### config.mk
export PLATFORM = sky130hd
export DESIGN_NAME = apb_slave_mem
export DESIGN_NICKNAME = d
export VERILOG_FILES = /design/src/rtl/apb_slave_mem.sv
export SDC_FILE = /design/constraint.sdc
export NUM_CORES = 2
export LEC_CHECK = 0
export ABC_AREA = 1
export CAP_MARGIN = 10
export CORE_UTILIZATION = 44
export CTS_CLUSTER_SIZE = 14
export DETAILED_ROUTE_END_ITERATION = 6
export GPL_ROUTABILITY_DRIVEN = 0
export GPL_TIMING_DRIVEN = 1
export PLACE_DENSITY = 0.69
export RECOVER_POWER = 25
export SLEW_MARGIN = 15
export SYNTH_ARGS = -nofsm -noshare
export SYNTH_HDL_FRONTEND = slang
export SYNTH_SLANG_ARGS = --single-unit
### constraint.sdc
create_clock -name Pclk -period 3.15 [get_ports Pclk]
set_input_delay 0.63 -clock Pclk [delete_from_list [all_inputs] [get_ports Pclk]]
set_output_delay 0.63 -clock Pclk [all_outputs]
set_load 0.02 [all_outputs]
### src/rtl/apb_slave_mem.sv
// APB responder backed by a word-addressed register memory.
// Completes each transfer after WAIT_CYCLES wait states and flags misaligned or out-of-range accesses.
module apb_slave_mem #(
    parameter int unsigned DEPTH       = 64,
    parameter logic [31:0] BASE_ADDR   = 32'h0000_0000,
    parameter int unsigned WAIT_CYCLES = 2
) (
    input  logic        Pclk,
    input  logic        Presetn,
    input  logic        Psel,
    input  logic        Penable,
    input  logic        Pwrite,
    input  logic [31:0] Paddr,
    input  logic [31:0] Pdata,
    output logic [31:0] Prdata,
    output logic        Pready,
    output logic        Pslverr
);

    localparam int unsigned IDXW      = $clog2(DEPTH);
    localparam logic [32:0] SPAN      = 33'(DEPTH) * 33'd4;
    localparam logic [3:0]  WAIT_INIT = 4'(WAIT_CYCLES);

    typedef enum logic [1:0] {IDLE, WAIT, DONE} state_t;

    state_t      state_q, state_d;
    logic [31:0] addr_q, addr_d;
    logic        write_q, write_d;
    logic [31:0] wdata_q, wdata_d;
    logic        err_q, err_d;
    logic [3:0]  waitCnt_q, waitCnt_d;
    logic [31:0] prdata_q, prdata_d;
    logic        pready_q, pready_d;
    logic        pslverr_q, pslverr_d;
    logic [31:0] mem_q [DEPTH];

    logic        memWe;
    logic        cmplEn;
    logic [31:0] cmplAddr;
    logic        cmplWrite;
    logic        cmplErr;

    // A borrow from the 33-bit subtraction lands above SPAN, so one compare covers both range ends.
    function automatic logic addrErr(input logic [31:0] a);
        logic [32:0] offs;
        offs = {1'b0, a} - {1'b0, BASE_ADDR};
        return (a[1:0] != 2'b00) || (offs >= SPAN);
    endfunction

    function automatic logic [IDXW-1:0] addrIdx(input logic [31:0] a);
        return IDXW'((a - BASE_ADDR) >> 2);
    endfunction

    always_comb begin
        state_d   = state_q;
        addr_d    = addr_q;
        write_d   = write_q;
        wdata_d   = wdata_q;
        err_d     = err_q;
        waitCnt_d = waitCnt_q;
        prdata_d  = prdata_q;
        pready_d  = pready_q;
        pslverr_d = pslverr_q;
        memWe     = 1'b0;
        cmplEn    = 1'b0;
        cmplAddr  = addr_q;
        cmplWrite = write_q;
        cmplErr   = err_q;

        case (state_q)
            IDLE: begin
                pready_d  = 1'b0;
                pslverr_d = 1'b0;
                if (Psel && !Penable) begin
                    addr_d  = Paddr;
                    write_d = Pwrite;
                    wdata_d = Pdata;
                    err_d   = addrErr(Paddr);
                    if (WAIT_CYCLES == 0) begin
                        cmplEn    = 1'b1;
                        cmplAddr  = Paddr;
                        cmplWrite = Pwrite;
                        cmplErr   = addrErr(Paddr);
                        state_d   = DONE;
                    end else begin
                        waitCnt_d = WAIT_INIT;
                        state_d   = WAIT;
                    end
                end
            end
            WAIT: begin
                if (!Psel) begin
                    waitCnt_d = 4'd0;
                    state_d   = IDLE;
                end else if (Penable) begin
                    if (waitCnt_q == 4'd1) begin
                        cmplEn    = 1'b1;
                        waitCnt_d = 4'd0;
                        state_d   = DONE;
                    end else begin
                        waitCnt_d = waitCnt_q - 4'd1;
                    end
                end
            end
            DONE: begin
                if (!Psel) begin
                    pready_d  = 1'b0;
                    pslverr_d = 1'b0;
                    state_d   = IDLE;
                end else if (Penable) begin
                    memWe     = write_q && !err_q;
                    pready_d  = 1'b0;
                    pslverr_d = 1'b0;
                    state_d   = IDLE;
                end
            end
            default: state_d = IDLE;
        endcase

        if (cmplEn) begin
            pready_d  = 1'b1;
            pslverr_d = cmplErr;
            prdata_d  = (!cmplWrite && !cmplErr) ? mem_q[addrIdx(cmplAddr)] : 32'h0;
        end
    end

    always_ff @(posedge Pclk) begin
        if (!Presetn) begin
            state_q   <= IDLE;
            addr_q    <= '0;
            write_q   <= 1'b0;
            wdata_q   <= '0;
            err_q     <= 1'b0;
            waitCnt_q <= '0;
            prdata_q  <= '0;
            pready_q  <= 1'b0;
            pslverr_q <= 1'b0;
            for (int i = 0; i < DEPTH; i++) begin
                mem_q[i] <= '0;
            end
        end else begin
            state_q   <= state_d;
            addr_q    <= addr_d;
            write_q   <= write_d;
            wdata_q   <= wdata_d;
            err_q     <= err_d;
            waitCnt_q <= waitCnt_d;
            prdata_q  <= prdata_d;
            pready_q  <= pready_d;
            pslverr_q <= pslverr_d;
            if (memWe) begin
                mem_q[addrIdx(addr_q)] <= wdata_q;
            end
        end
    end

    assign Prdata  = prdata_q;
    assign Pready  = pready_q;
    assign Pslverr = pslverr_q;

endmodule
* Yosys cells after proc, flatten, opt, wreduce, memory -nomap -nowiden
Memories as Yosys holds them, arrays and structs flattened. A register that Yosys moved wholly into a read port is not among the register bits.
Cells that the tools add are included.
** Storage, ports and cells
- Bits in writable memories :: 2048
- ROM bits :: 0
- Register bits :: 82
- Memories :: 1
- Bits of input ports :: 69
- Logic and storage cells :: 70
- Latch bits :: 0
** Operators by class
- Shift-type cells :: 0
- Eq/ne operators :: 8
- Mux-type cells :: 34
- $mul :: 0
- Divide/modulo/power cells :: 0
- $add $sub $neg :: 1
- Bitwise gates (word level) :: 0
- Reductions and logical operators :: 16
- Magnitude comparators :: 1
** Memory list
- mem_q :: depth 64, bits a word 32, rd ports 1, clocked after Yosys merged registers in 1, wr ports 64, line 35 : logic [31:0] mem_q [DEPTH];
** Operators by type and width (count)
- 2-to-1 mux 32 bit :: 2
- >= comparator 32 x 9 -> 1 bit (second input constant) :: 1
- OR reduction 32 bit :: 1
- 2-to-1 mux 6 bit :: 3
- 2-to-1 mux 1 bit :: 16
- 2-to-1 mux 4 bit :: 4
- 2-to-1 mux 2 bit :: 6
- != test 3 bit (second input constant) :: 3
- case mux 4 bit (2 select lines) :: 1
- case mux 2 bit (3 select lines) :: 1
- equality test 4 x 1 -> 1 bit (second input constant) :: 1
- != test 4 bit (second input constant) :: 1
- AND reduction 2 bit :: 2
- AND reduction 4 bit :: 1
- nonzero test 2 bit :: 2
- subtractor 4 x 1 -> 4 bit (second input constant) :: 1
- logical AND 1 bit :: 3
- logical NOT 1 bit :: 3
- AND reduction 3 bit :: 1
- nonzero test 3 bit :: 1
- equality test 2 x 1 -> 1 bit (second input constant) :: 1
- equality test 2 bit (second input constant) :: 1
- logical NOT 2 bit :: 1
- != test 2 bit (second input constant) :: 1
- other kinds (2) :: 2

* Longest topological paths before layout
- Depth in word-level cells :: 10
- Depth in mapped cells :: 14

* Least setup slack after synthesis
No wires, ideal clock.
- Kind :: input port to flip-flop
- From :: input port Presetn
- To :: memory mem_q[63][0] (enable)
- Path buffers :: 2
- Arrival time :: 2.536 ns
- Setup slack :: 0.225 ns
- Library setup time :: 0.389 ns
- Data required time :: 2.761 ns
- Stages on the path :: 8
- Cell sequence :: clkbuf_1 > nand4_1 > inv_1 > nand2_1 > nor2_1 > nand2_1 > clkbuf_1 > nand2_1
** RTL lines
- start, declared :: line 9 : input logic Presetn,
- end, declared :: line 35

==> qor.log <==
qor: outcome.run_status complete, but fails checks
qor: outcome.violations design-rule violations
qor: placed_design.dp.final_hpwl 190000 microns
qor: pwr.power.net_switching 16.5 mW
qor: drt.num_vias 72500
qor: yosys.muxShareOfSynthArea 0%
qor: worst_setup_path.arrival 3.83 ns
qor: drt.drt.antenna.violating_nets 0
qor: timing.hold-worst-slack 0.377 ns
qor: run.number_of_max_cap_violations 0
qor: clocking.cts.sinks 2134
qor: floorplanning.floorplan.io_pins 103
qor: pwr.worst_case_vdd_ir_drop 0.649 mV
qor: clocking.ctsHtreeMaxLevel 4
qor: timing.max_slew.worst_pin.slew 1.20 ns
qor: floorplanning.floorplan.initialDensity 44.4%
qor: pwr.areal_power_density_over_the_cells 599 mW/mm^2
qor: clocking.cts.root.buffer_cell sky130_fd_sc_hd__clkbuf_16
qor: drt.drt_drc_violations_left 6
qor: floorplanning.fp.dieW 465 microns
qor: global_routing.global_route.usage.total 27.3%
qor: timing.final-max-slew-violation-count 0
qor: pwr.power_frac_seq 50.2%
qor: timing.slew_headroom 20.1%
qor: timing.finalSetupViolations 0
qor: worst_setup_path.cp-end-kind flip-flop
qor: global_routing.grt_first_pass_wirelength 438000 microns
qor: floorplanning.placeableCoreArea 0.213 sq mm
qor: drt.dr.first_iter.drc_count 11800
qor: yosys.yosysUniqueCellTypes 22
qor: placed_design.placed_area 0.101 sq mm
qor: yosys.ys.warnings.count 0
qor: drt.final_routed_wire_length_divided_by_cell_count 24.1 microns
qor: yosys.post_synthesis_sequential_area_ratio 67.0%
qor: pwr.clkPwrFrac 39.0%
qor: clocking.cts-resized-gates 0
qor: global_routing.first_global_vias 68100
qor: layout.finalNonFillerCells 12500
qor: yosys.post_synth_instance_area 0.0943 sq mm
qor: pwr.total_power 64.2 mW
qor: pwr.switching_share 25.7%
qor: yosys.average_size_of_a_mapped_cell 9.80 sq um
qor: timing.period_minus_slack 3.03 ns
qor: layout.fin_util 50.4%
qor: floorplanning.core.rowCount 169
qor: yosys.yosys_register_bits 2134
qor: floorplanning.floorplan.die.height 465 microns
qor: placed_design.dp_cells 12100
qor: worst_setup_path.crit_path_max_fanout 61
qor: worst_setup_path.cp.required 3.95 ns
qor: clocking.clkSlewWorstSetupHoldPaths 0.06 ns
qor: pwr.fraction_of_power_consumed_by_combinational_cells 10.8%
qor: layout.area.growth.synth_to_final 13.6%
qor: pwr.cell_internal_pwr 47.7 mW
qor: timing.max_frequency 0.330 GHz
qor: layout.finalNetCount 9548
qor: worst_setup_path.worst-setup-path-type reg -> reg
qor: timing.setup_repair_after_global_routing_missed_its_margin false
qor: yosys.mappedNetlistNets 9695
qor: timing.report.final.hold_viol_count 0
qor: yosys.post_synth_fa_ha_maj_area_fraction 0.0265%
qor: clocking.clk_latency 0.88 ns
qor: yosys.synth_simple_gate_area_share 28.2%
qor: global_routing.antenna_violations_before_repair 10
qor: yosys.synth_compound_area_share 0.641%
qor: clocking.tritoncts yes
qor: clocking.cts_setup_buffers 0
qor: layout.layout.filler_cells 18600
qor: timing.part_of_the_cycle_the_worst_path_needs 96.1%
qor: drt.route.detailed.vias_per_inst 5.80
qor: floorplanning.design.die.area 0.216 sq mm
qor: yosys.netlist_instances 9624
qor: yosys.synth_top_family_by_area simple AND/OR/NAND/NOR gates
qor: yosys.synthXorXnorAreaFrac 0.00929%
qor: clocking.cts_inserted_buffers 210
qor: clocking.cts.path.max_buffers 3
qor: clocking.post_cts_hold_buffer_count 0
qor: layout.drive_gt1_share 7.92%
qor: placed_design.port-buffer-count 102
qor: drt.detail_route.first_pass.iterations 7
qor: drt.totalWireLength 301000 microns
qor: hold_path.hold_class in -> reg
qor: worst_setup_path.worstSetupStartpointType flip-flop
qor: layout.stdcell_area 0.107 sq mm
qor: timing.clock_skew 0.0571 ns
qor: pwr.p_leak 38.6 nW
qor: global_routing.globalRouteOverflowTotal 0
qor: global_routing.maximum_number_of_pins_on_one_net_before_global_route_repair 111
logic make-up after synthesis:
group | after synthesis
xor gates and xnor gates | 1
buffers and inverters | 954
adders and majority gates | 2
and+or+nand+nor | 6413
AOI/OAI and AO/OA | 120
DFF | 2134
state kept, by name, summed over array words and instances, names as in the netlist, named ones only:
signal	flops
mem_q	2048
Prdata	32
wdata_q	32
addr_q	6
waitCnt_q	4
state_q	2
Pready	1
Pslverr	1
cmplErr	1
cmplWrite	1
cells in the final DEF, fill, tap and decap left out, drive strengths merged, types with 2 or more instances in the layout:
cell type / synthesis / layout
nand2: 2376 / 2376
nor2: 2073 / 2073
edfxtp: 2048 / 2048
nand3: 1942 / 1942
clkbuf: 571 / 358
buf: 319 / 353
clkdlybuf4s50: 0 / 100
dfxtp: 86 / 86
clkinv: 1 / 86
a21oi: 77 / 77
inv: 63 / 69
o21ai: 41 / 41
bufinv: 0 / 15
nor3: 13 / 13
diode: 0 / 5
nor4: 5 / 5
clkinvlp: 0 / 5
nand4: 4 / 4
ha: 2 / 2
worst max-delay path, cell delays in order, from the launching register on:
cell and delay [ns]:
sky130_fd_sc_hd__dfxtp_4 0.41, sky130_fd_sc_hd__inv_8 0.32, sky130_fd_sc_hd__buf_12 0.30, sky130_fd_sc_hd__buf_4 0.22, sky130_fd_sc_hd__nand2_1 0.06, sky130_fd_sc_hd__nand3_1 0.08
sky130_fd_sc_hd__nand3_1 0.14, sky130_fd_sc_hd__nand3_1 0.12, sky130_fd_sc_hd__nand3_1 0.37, sky130_fd_sc_hd__nand3_1 0.30, sky130_fd_sc_hd__nand3_1 0.32, sky130_fd_sc_hd__a21oi_1 0.23
layer usage:
layer	global-route usage, %	wire, microns
met5	0	46
met3	6.95	40900
met4	13.8	16700
met2	41.2	133000
met1	36.4	110000
path summary, 6_finish.rpt:
| check | startpoint | to | slack (ns) | depth (start not counted) |
|---|---|---|---|---|
| setup / recovery | flip-flop | Prdata[8]$_SDFFE_PN0P_ | 0.12 | 11 |
| setup reg to reg | flip-flop | Prdata[8]$_SDFFE_PN0P_ | 0.12 | 11 |
| hold reg to reg | Pready$_SDFFE_PN0P_ | Pready$_SDFFE_PN0P_ | 0.47 | 2 |
| hold / removal | Presetn | wdata_q[25]$_SDFFE_PN0P_ | 0.38 | 4 |
synthesized netlist by cell type, drive strengths merged:
master     n  area, sq um
a211oi     1         7.51
clkinv     1         3.75
nor2    2073         7780
o21ai     41          205
nand2   2376         8920
nand4      4         25.0
buf      319         1520
nand3   1942         9720
edfxtp  2048        61500
a21oi     77          385
ha         2         25.0
inv       63          236
dfxtp     86         1720
nor3      13         75.1
xor2       1         8.76
clkbuf   571         2140
nor4       5         31.3
a31oi      1         6.26
cell type report:
type	count	area, sq um	share of cell area, %
Tap cell	2821	3530	3.29
Timing Repair Buffer	531	6090	5.68
Clock inverter	111	1080	1.01
Multi-Input combinational cell	6536	27200	25.4
Inverter	64	265	0.248
Clock buffer	281	5730	5.35
Antenna cell	5	12.5	0.0117
Sequential cell	2134	63200	59.0
through the flow:
step,TNS [ns],setup slack [ns]
floorplan,0,0.225
global placement,-4.73,-0.0364
detailed placement,-1.84,-0.0409
CTS,0,0.277
global route,0,0.0448
finish,0,0.123
power by group through the flow:
stage	clock network (mW)	logic (mW)	registers, mW
2_1_floorplan	0	3.49	32.7
3_3_place_gp	0	6.61	32.8
3_5_place_dp	0	6.70	32.8
4_1_cts	25.1	6.72	32.2
5_1_grt	26.1	7.21	32.3
6_report	25.0	6.94	32.2
Power figures use the tool's default switching activity.
